[config.mk]
export PLATFORM = sky130hd
export DESIGN_NAME = window_addr_iterator
export DESIGN_NICKNAME = d
export VERILOG_FILES = /design/src/rtl/window_addr_iterator.sv
export SDC_FILE = /design/constraint.sdc
export NUM_CORES = 1
export LEC_CHECK = 0
export CAP_MARGIN = 5
export CORE_ASPECT_RATIO = 0.9
export CORE_MARGIN = 3
export CORE_UTILIZATION = 35
export DETAILED_ROUTE_END_ITERATION = 7
export GPL_ROUTABILITY_DRIVEN = 0
export HOLD_SLACK_MARGIN = 0.05
export PLACE_DENSITY = 0.6
export SETUP_SLACK_MARGIN = 0.2
export SLEW_MARGIN = 20
export SYNTH_ARGS = -nofsm -noshare
export SYNTH_HDL_FRONTEND = slang
export SYNTH_SLANG_ARGS = --single-unit
export TNS_END_PERCENT = 10
[constraint.sdc]
create_clock -name clk -period 6.2 [get_ports clk]
set_clock_uncertainty 0.05 [all_clocks]
set_input_delay 0.62 -clock clk [delete_from_list [all_inputs] [get_ports clk]]
set_output_delay 0.62 -clock clk [all_outputs]
set_load 0.02 [all_outputs]
[src/rtl/window_addr_iterator.sv]
// Sliding-window read-address generator for channel-planar feature maps. It walks
// the loops ch/oy/ox/ky/kx and emits one SRAM address per handshake, with window framing flags.
module window_addr_iterator #(
    parameter int CHANNELS     = 5,
    parameter int KERNEL_SIZEX = 2,
    parameter int KERNEL_SIZEY = 2,
    parameter int STRIDE_X     = 2,
    parameter int STRIDE_Y     = 2,
    parameter int INPUT_WIDTH  = 28,
    parameter int INPUT_HEIGHT = 28,
    parameter int ADDR_W       = 12
) (
    input  logic              clk,
    input  logic              rstn,
    input  logic              go,
    input  logic              abort,
    input  logic              out_ready,
    output logic              out_valid,
    output logic [ADDR_W-1:0] aa_data,
    output logic              cena,
    output logic              first_data,
    output logic              last_data,
    output logic              plane_last,
    output logic              busy,
    output logic              ready
);
    localparam int SX_SAFE = (STRIDE_X > 0) ? STRIDE_X : 1;
    localparam int SY_SAFE = (STRIDE_Y > 0) ? STRIDE_Y : 1;
    localparam int OUT_W   = (INPUT_WIDTH >= KERNEL_SIZEX)  ? (INPUT_WIDTH - KERNEL_SIZEX) / SX_SAFE + 1 : 1;
    localparam int OUT_H   = (INPUT_HEIGHT >= KERNEL_SIZEY) ? (INPUT_HEIGHT - KERNEL_SIZEY) / SY_SAFE + 1 : 1;

    localparam int KXW = (KERNEL_SIZEX > 1) ? $clog2(KERNEL_SIZEX) : 1;
    localparam int KYW = (KERNEL_SIZEY > 1) ? $clog2(KERNEL_SIZEY) : 1;
    localparam int OXW = (OUT_W > 1) ? $clog2(OUT_W) : 1;
    localparam int OYW = (OUT_H > 1) ? $clog2(OUT_H) : 1;
    localparam int CHW = (CHANNELS > 1) ? $clog2(CHANNELS) : 1;

    localparam logic [KXW-1:0] KX_MAX = KXW'(KERNEL_SIZEX - 1);
    localparam logic [KYW-1:0] KY_MAX = KYW'(KERNEL_SIZEY - 1);
    localparam logic [OXW-1:0] OX_MAX = OXW'(OUT_W - 1);
    localparam logic [OYW-1:0] OY_MAX = OYW'(OUT_H - 1);
    localparam logic [CHW-1:0] CH_MAX = CHW'(CHANNELS - 1);

    localparam logic [ADDR_W-1:0] ROW_STEP = ADDR_W'(INPUT_WIDTH);
    localparam logic [ADDR_W-1:0] OX_STEP  = ADDR_W'(STRIDE_X);
    localparam logic [ADDR_W-1:0] OY_STEP  = ADDR_W'(STRIDE_Y * INPUT_WIDTH);
    localparam logic [ADDR_W-1:0] CH_STEP  = ADDR_W'(INPUT_WIDTH * INPUT_HEIGHT);

    localparam longint MAP_WORDS  = longint'(CHANNELS) * longint'(INPUT_WIDTH) * longint'(INPUT_HEIGHT);
    localparam longint ADDR_SPACE = longint'(1) << ADDR_W;

    if (INPUT_WIDTH < KERNEL_SIZEX || INPUT_HEIGHT < KERNEL_SIZEY ||
        STRIDE_X == 0 || STRIDE_Y == 0 || MAP_WORDS > ADDR_SPACE) begin : g_param_check
        $error("window_addr_iterator: illegal parameter combination");
    end

    localparam logic [1:0] ST_IDLE = 2'd0;
    localparam logic [1:0] ST_RUN  = 2'd1;
    localparam logic [1:0] ST_DONE = 2'd2;

    logic [1:0]        state_q, state_d;
    logic              valid_q, valid_d;
    logic              ready_q, ready_d;
    logic              busy_q, busy_d;
    logic [ADDR_W-1:0] aa_q, aa_d;
    logic              first_q, first_d, last_q, last_d, plane_last_q, plane_last_d;

    logic [KXW-1:0] kx_q, kx_d, kx_a;
    logic [KYW-1:0] ky_q, ky_d, ky_a;
    logic [OXW-1:0] ox_q, ox_d, ox_a;
    logic [OYW-1:0] oy_q, oy_d, oy_a;
    logic [CHW-1:0] ch_q, ch_d, ch_a;
    // Per-loop address contributions, stepped by constants instead of multiplied per beat.
    logic [ADDR_W-1:0] ky_off_q, ky_off_d, ky_off_a;
    logic [ADDR_W-1:0] ox_off_q, ox_off_d, ox_off_a;
    logic [ADDR_W-1:0] oy_off_q, oy_off_d, oy_off_a;
    logic [ADDR_W-1:0] ch_off_q, ch_off_d, ch_off_a;

    logic handshake, final_beat, step, clear;

    assign handshake  = valid_q & out_ready;
    assign final_beat = (kx_q == KX_MAX) && (ky_q == KY_MAX) && (ox_q == OX_MAX) &&
                        (oy_q == OY_MAX) && (ch_q == CH_MAX);

    always_comb begin
        kx_a = kx_q;  ky_a = ky_q;  ox_a = ox_q;  oy_a = oy_q;  ch_a = ch_q;
        ky_off_a = ky_off_q;  ox_off_a = ox_off_q;
        oy_off_a = oy_off_q;  ch_off_a = ch_off_q;
        if (kx_q != KX_MAX) begin
            kx_a = kx_q + KXW'(1);
        end else begin
            kx_a = '0;
            if (ky_q != KY_MAX) begin
                ky_a     = ky_q + KYW'(1);
                ky_off_a = ky_off_q + ROW_STEP;
            end else begin
                ky_a     = '0;
                ky_off_a = '0;
                if (ox_q != OX_MAX) begin
                    ox_a     = ox_q + OXW'(1);
                    ox_off_a = ox_off_q + OX_STEP;
                end else begin
                    ox_a     = '0;
                    ox_off_a = '0;
                    if (oy_q != OY_MAX) begin
                        oy_a     = oy_q + OYW'(1);
                        oy_off_a = oy_off_q + OY_STEP;
                    end else begin
                        oy_a     = '0;
                        oy_off_a = '0;
                        ch_a     = ch_q + CHW'(1);
                        ch_off_a = ch_off_q + CH_STEP;
                    end
                end
            end
        end
    end

    always_comb begin
        state_d = state_q;
        valid_d = valid_q;
        ready_d = 1'b0;
        step    = 1'b0;
        clear   = 1'b0;
        case (state_q)
            ST_IDLE: begin
                if (go && !abort) begin
                    state_d = ST_RUN;
                    valid_d = 1'b1;
                    clear   = 1'b1;
                end
            end
            ST_RUN: begin
                // abort takes priority over a handshake in the same cycle
                if (abort) begin
                    state_d = ST_IDLE;
                    valid_d = 1'b0;
                    clear   = 1'b1;
                end else if (handshake) begin
                    if (final_beat) begin
                        state_d = ST_DONE;
                        valid_d = 1'b0;
                        ready_d = 1'b1;
                        clear   = 1'b1;
                    end else begin
                        step = 1'b1;
                    end
                end
            end
            ST_DONE: begin
                state_d = ST_IDLE;
                clear   = 1'b1;
            end
            default: begin
                state_d = ST_IDLE;
                valid_d = 1'b0;
                clear   = 1'b1;
            end
        endcase
    end

    always_comb begin
        kx_d = kx_q;  ky_d = ky_q;  ox_d = ox_q;  oy_d = oy_q;  ch_d = ch_q;
        ky_off_d = ky_off_q;  ox_off_d = ox_off_q;
        oy_off_d = oy_off_q;  ch_off_d = ch_off_q;
        if (step) begin
            kx_d = kx_a;  ky_d = ky_a;  ox_d = ox_a;  oy_d = oy_a;  ch_d = ch_a;
            ky_off_d = ky_off_a;  ox_off_d = ox_off_a;
            oy_off_d = oy_off_a;  ch_off_d = ch_off_a;
        end else if (clear) begin
            kx_d = '0;  ky_d = '0;  ox_d = '0;  oy_d = '0;  ch_d = '0;
            ky_off_d = '0;  ox_off_d = '0;  oy_off_d = '0;  ch_off_d = '0;
        end
        aa_d         = ch_off_d + oy_off_d + ky_off_d + ox_off_d + ADDR_W'(kx_d);
        first_d      = valid_d && (kx_d == '0) && (ky_d == '0);
        last_d       = valid_d && (kx_d == KX_MAX) && (ky_d == KY_MAX);
        plane_last_d = last_d && (ox_d == OX_MAX) && (oy_d == OY_MAX);
        busy_d       = (state_d != ST_IDLE);
    end

    always_ff @(posedge clk or negedge rstn) begin
        if (!rstn) begin
            state_q      <= ST_IDLE;
            valid_q      <= 1'b0;
            ready_q      <= 1'b0;
            busy_q       <= 1'b0;
            aa_q         <= '0;
            first_q      <= 1'b0;
            last_q       <= 1'b0;
            plane_last_q <= 1'b0;
            kx_q         <= '0;
            ky_q         <= '0;
            ox_q         <= '0;
            oy_q         <= '0;
            ch_q         <= '0;
            ky_off_q     <= '0;
            ox_off_q     <= '0;
            oy_off_q     <= '0;
            ch_off_q     <= '0;
        end else begin
            state_q      <= state_d;
            valid_q      <= valid_d;
            ready_q      <= ready_d;
            busy_q       <= busy_d;
            aa_q         <= aa_d;
            first_q      <= first_d;
            last_q       <= last_d;
            plane_last_q <= plane_last_d;
            kx_q         <= kx_d;
            ky_q         <= ky_d;
            ox_q         <= ox_d;
            oy_q         <= oy_d;
            ch_q         <= ch_d;
            ky_off_q     <= ky_off_d;
            ox_off_q     <= ox_off_d;
            oy_off_q     <= oy_off_d;
            ch_off_q     <= ch_off_d;
        end
    end

    assign out_valid  = valid_q;
    assign aa_data    = aa_q;
    assign cena       = ~(valid_q & out_ready);
    assign first_data = first_q;
    assign last_data  = last_q;
    assign plane_last = plane_last_q;
    assign busy       = busy_q;
    assign ready      = ready_q;

endmodule

==> results of run 1 <==
[registers in the layout (all words and copies together), names as in the netlist, 2 cells and up]
name,cells
ky_off_q,12
oy_off_q,12
ox_off_q,12
ox_q,4
oy_q,4
aa_data,12
ch_q,3
ch_off_q,12
state_q,2
[final timing paths]
kind	end	slack, ps
worst max register to register	aa_data[11]	770
min in group clk	ox_off_q[0]	450
max in group asynchronous	aa_data[2]	5300
worst max-delay path	aa_data[11]	630
worst min register to register	ox_off_q[0]	450
worst min-delay path	busy	270
[placed cells by master, fill, tap and decap left out, types with 6 or more instances in the layout]
cell / Yosys / final
a21o_1: 6 / 6
a21oi_1: 25 / 25
a31oi_1: 6 / 6
and2_1: 7 / 7
and3_1: 14 / 14
buf_4: 1 / 15
clkbuf_16: 0 / 9
clkdlybuf4s50_1: 0 / 22
dfrtp_1: 81 / 81
fa_1: 23 / 23
ha_1: 17 / 17
inv_1: 53 / 53
nand2_1: 56 / 56
nand3_1: 21 / 21
nor2_1: 28 / 28
nor2b_1: 6 / 6
nor3_1: 11 / 11
o21a_1: 7 / 7
o21ai_0: 47 / 46
o31ai_1: 7 / 7
or3_1: 6 / 6
xnor2_1: 8 / 8
xor2_1: 6 / 6
[synthesized netlist by cell type (8+ instances only)]
cell type  instances
and3_1            14
nor3_1            11
inv_1             53
a21oi_1           25
xnor2_1            8
fa_1              23
ha_1              17
clkbuf_1          10
nand3_1           21
nor2_1            28
o21ai_0           47
nand2_1           56
dfrtp_1           81
[report_power, final]
group	total, mW	internal (mW)	switching (mW)
clock network	0.572	0.352	0.221
registers	0.542	0.537	0.00494
logic	0.0963	0.0351	0.0612
[logic make-up after synthesis]
family                   Yosys count
AO/OA/AOI/OAI                    121
XOR/XNOR                          16
adder cells (fa/ha/maj)           40
buffers and inverters             67
flip-flops                        81
multiplexers                       1
AND/OR/NAND/NOR                  187
[worst max-delay path: cells and delay by family]
family          cells  cell delay, ps
compound gates      5             880
xor+xnor            1             350
fa+ha+maj           4            1540
buf+inv             4             620
simple gates        6            1730
[layout make-up]
cell class              instances  share of cell area
repair buffers                 38             0.06055
inverters                      53             0.03501
flip-flops and latches         81              0.3567
clock inverters                 7             0.01673
clock buffers                   9             0.03963
multi-input cells             365              0.4544
well taps                     168             0.03699
[stage by stage]
step / area (um^2) / power [mW] / std cells / hold slack (ps)
6_report: 5683 / 1.210 / 721 / 268.1
2_1_floorplan: 4875 / 0.6004 / 513 / 274.4
5_1_grt: 5683 / 1.259 / 721 / 320.9
4_1_cts: 5679 / 1.230 / 721 / 461.2
3_5_place_dp: 5359 / 0.6486 / 705 / 444.5
3_3_place_gp: 5359 / 0.6474 / 705 / 435.6
[metal layers]
layer	global-route usage	wire (um)
met1	0.2340	5350
met2	0.2442	5263
met3	0.03267	737
met4	0.05463	196
met5	0	0
==> results_dict.tcl, run 1 <==
set metrics [dict create \
    overflow 0 \
    ir_worst_vdd_mv 0.1162 \
    drive_above_1_share 0.07595 \
    diodes 0 \
    cts_sinks 81 \
    pre_cts_ws_ps 263.9 \
    endpoint_kind "flop" \
    grt_max_degree 82 \
    synthMuxAreaShare 0.002053 \
    core_area_mm2 0.01346 \
    clk_transition_reported_paths_ps 60 \
    post-route-util 0.4221 \
    ant_nets 0 \
    die-width_um 130.4 \
    cp.arrival_ps 5740 \
    hold_viol 0 \
    rsz0062_at_grt "no" \
    avgSynthCellArea_um2 9.502 \
    grt_pass1_vias 3940 \
    routed_wl_um 11550 \
    dieArea_mm2 0.01538 \
    drcViolationCount 0 \
    max_freq_mhz 179.6 \
    synth.top_cell.area_share 0.4158 \
    io_pins 24 \
    fill_cells 1284 \
    dr.pass1.iters 4 \
    io_buffers 23 \
    setup_viol 0 \
    ys.flop_type "dfrtp_1" \
    seq_area_frac_synth 0.4158 \
    fp.dieH_um 118.0 \
    multi_input_area_mm2 0.002582 \
    reg2regPathDepth 21 \
    avgViaCountPerCell 5.341 \
    antenna_found_initial 0 \
    synth_xor_area_frac 0.03465 \
    path_class "primary input to flop" \
    p_per_area_mw_per_mm2 212.9 \
    wl_per_cell_um 16.02 \
    syn_to_final_growth_pct 16.58 \
    ys_top_cells_by_area "dfrtp_1 (42%), fa_1 (9.4%), o21ai_0 (4.8%)" \
    synthAdderAreaFrac 0.1381 \
    synth-simple-area-share 0.2020 \
    status "finished clean" \
    clk_latency_ps 340 \
    hold_buffers 0 \
    crit_chain "clkdlybuf4s50_1 -> or3b_4 -> nor2_2 -> nand2_1 -> or3_1 -> and3_1 -> fa_1 -> inv_1 -> fa_1 -> inv_1 -> ha_1 -> inv_1 -> fa_1 -> nor2b_1 -> o21ai_0 -> a21boi_0 -> o21ai_0 -> a21oi_1 -> a31oi_1 -> xnor3_1" \
    clockRootBuffer "clkbuf_16" \
    cp-start-kind "primary input" \
    ys_ff_latch 81 \
    cts_max_level 3 \
    post_cts_resized 0 \
    synth_warnings 0 \
    grt_use_total 0.1626 \
    slew_headroom 0.3468 \
    critPathMaxFanout 12 \
    synth_top_family_by_area "simple AND/OR/NAND/NOR gates" \
    grt_pass1_wl_um 19840 \
    regArea_mm2 0.002027 \
    required_ps 6370 \
    fin_tns_setup_ps 0 \
    syn_area_mm2 0.004875 \
    cts_tree "done" \
    cts_setup_buffers 0 \
    crit_path_top_delay_cell "or3_1" \
    num_rows 40 \
    synth_edf_count 0 \
    maxCapViolations 0 \
    cp-startpoint "abort" \
    period_share 0.8982 \
    worst_slew_pin_slew_ps 967.6 \
    yosysTopAreaCell "dfrtp_1" \
    period_needed_ps 5569 \
    dp_hpwl_um 8634 \
    start_util 0.3621 \
    ys_types 59 \
    layout.nets 593 \
    ys_async_sr_fraction 1.000 \
    synth_nets 558 \
    vias 3851 \
    slew_viol_final 0 \
    final.setup.worst_slack_ps 631.2 \
    cp_slowest_stage_delay_ps 520 \
    rr_startpoint "ky_q" \
    drt-initial-drc-count 224 \
    cts_made_buffers 9 \
    synth_compound_area_frac 0.1530 \
    cts_buffer_depth 2 \
    synthCells 513 \
    hp-class "primary input to asynchronous set/reset pin" \
    leakage_nw 2.641 \
]
Power figures use the tool's default switching activity.
==> run 2, diff against run 1 <==
CTS_CLUSTER_DIAMETER = 30   (was default)
==> results of run 2 <==
Same layout as run 1: the final DEF is identical, and so are final timing and power.
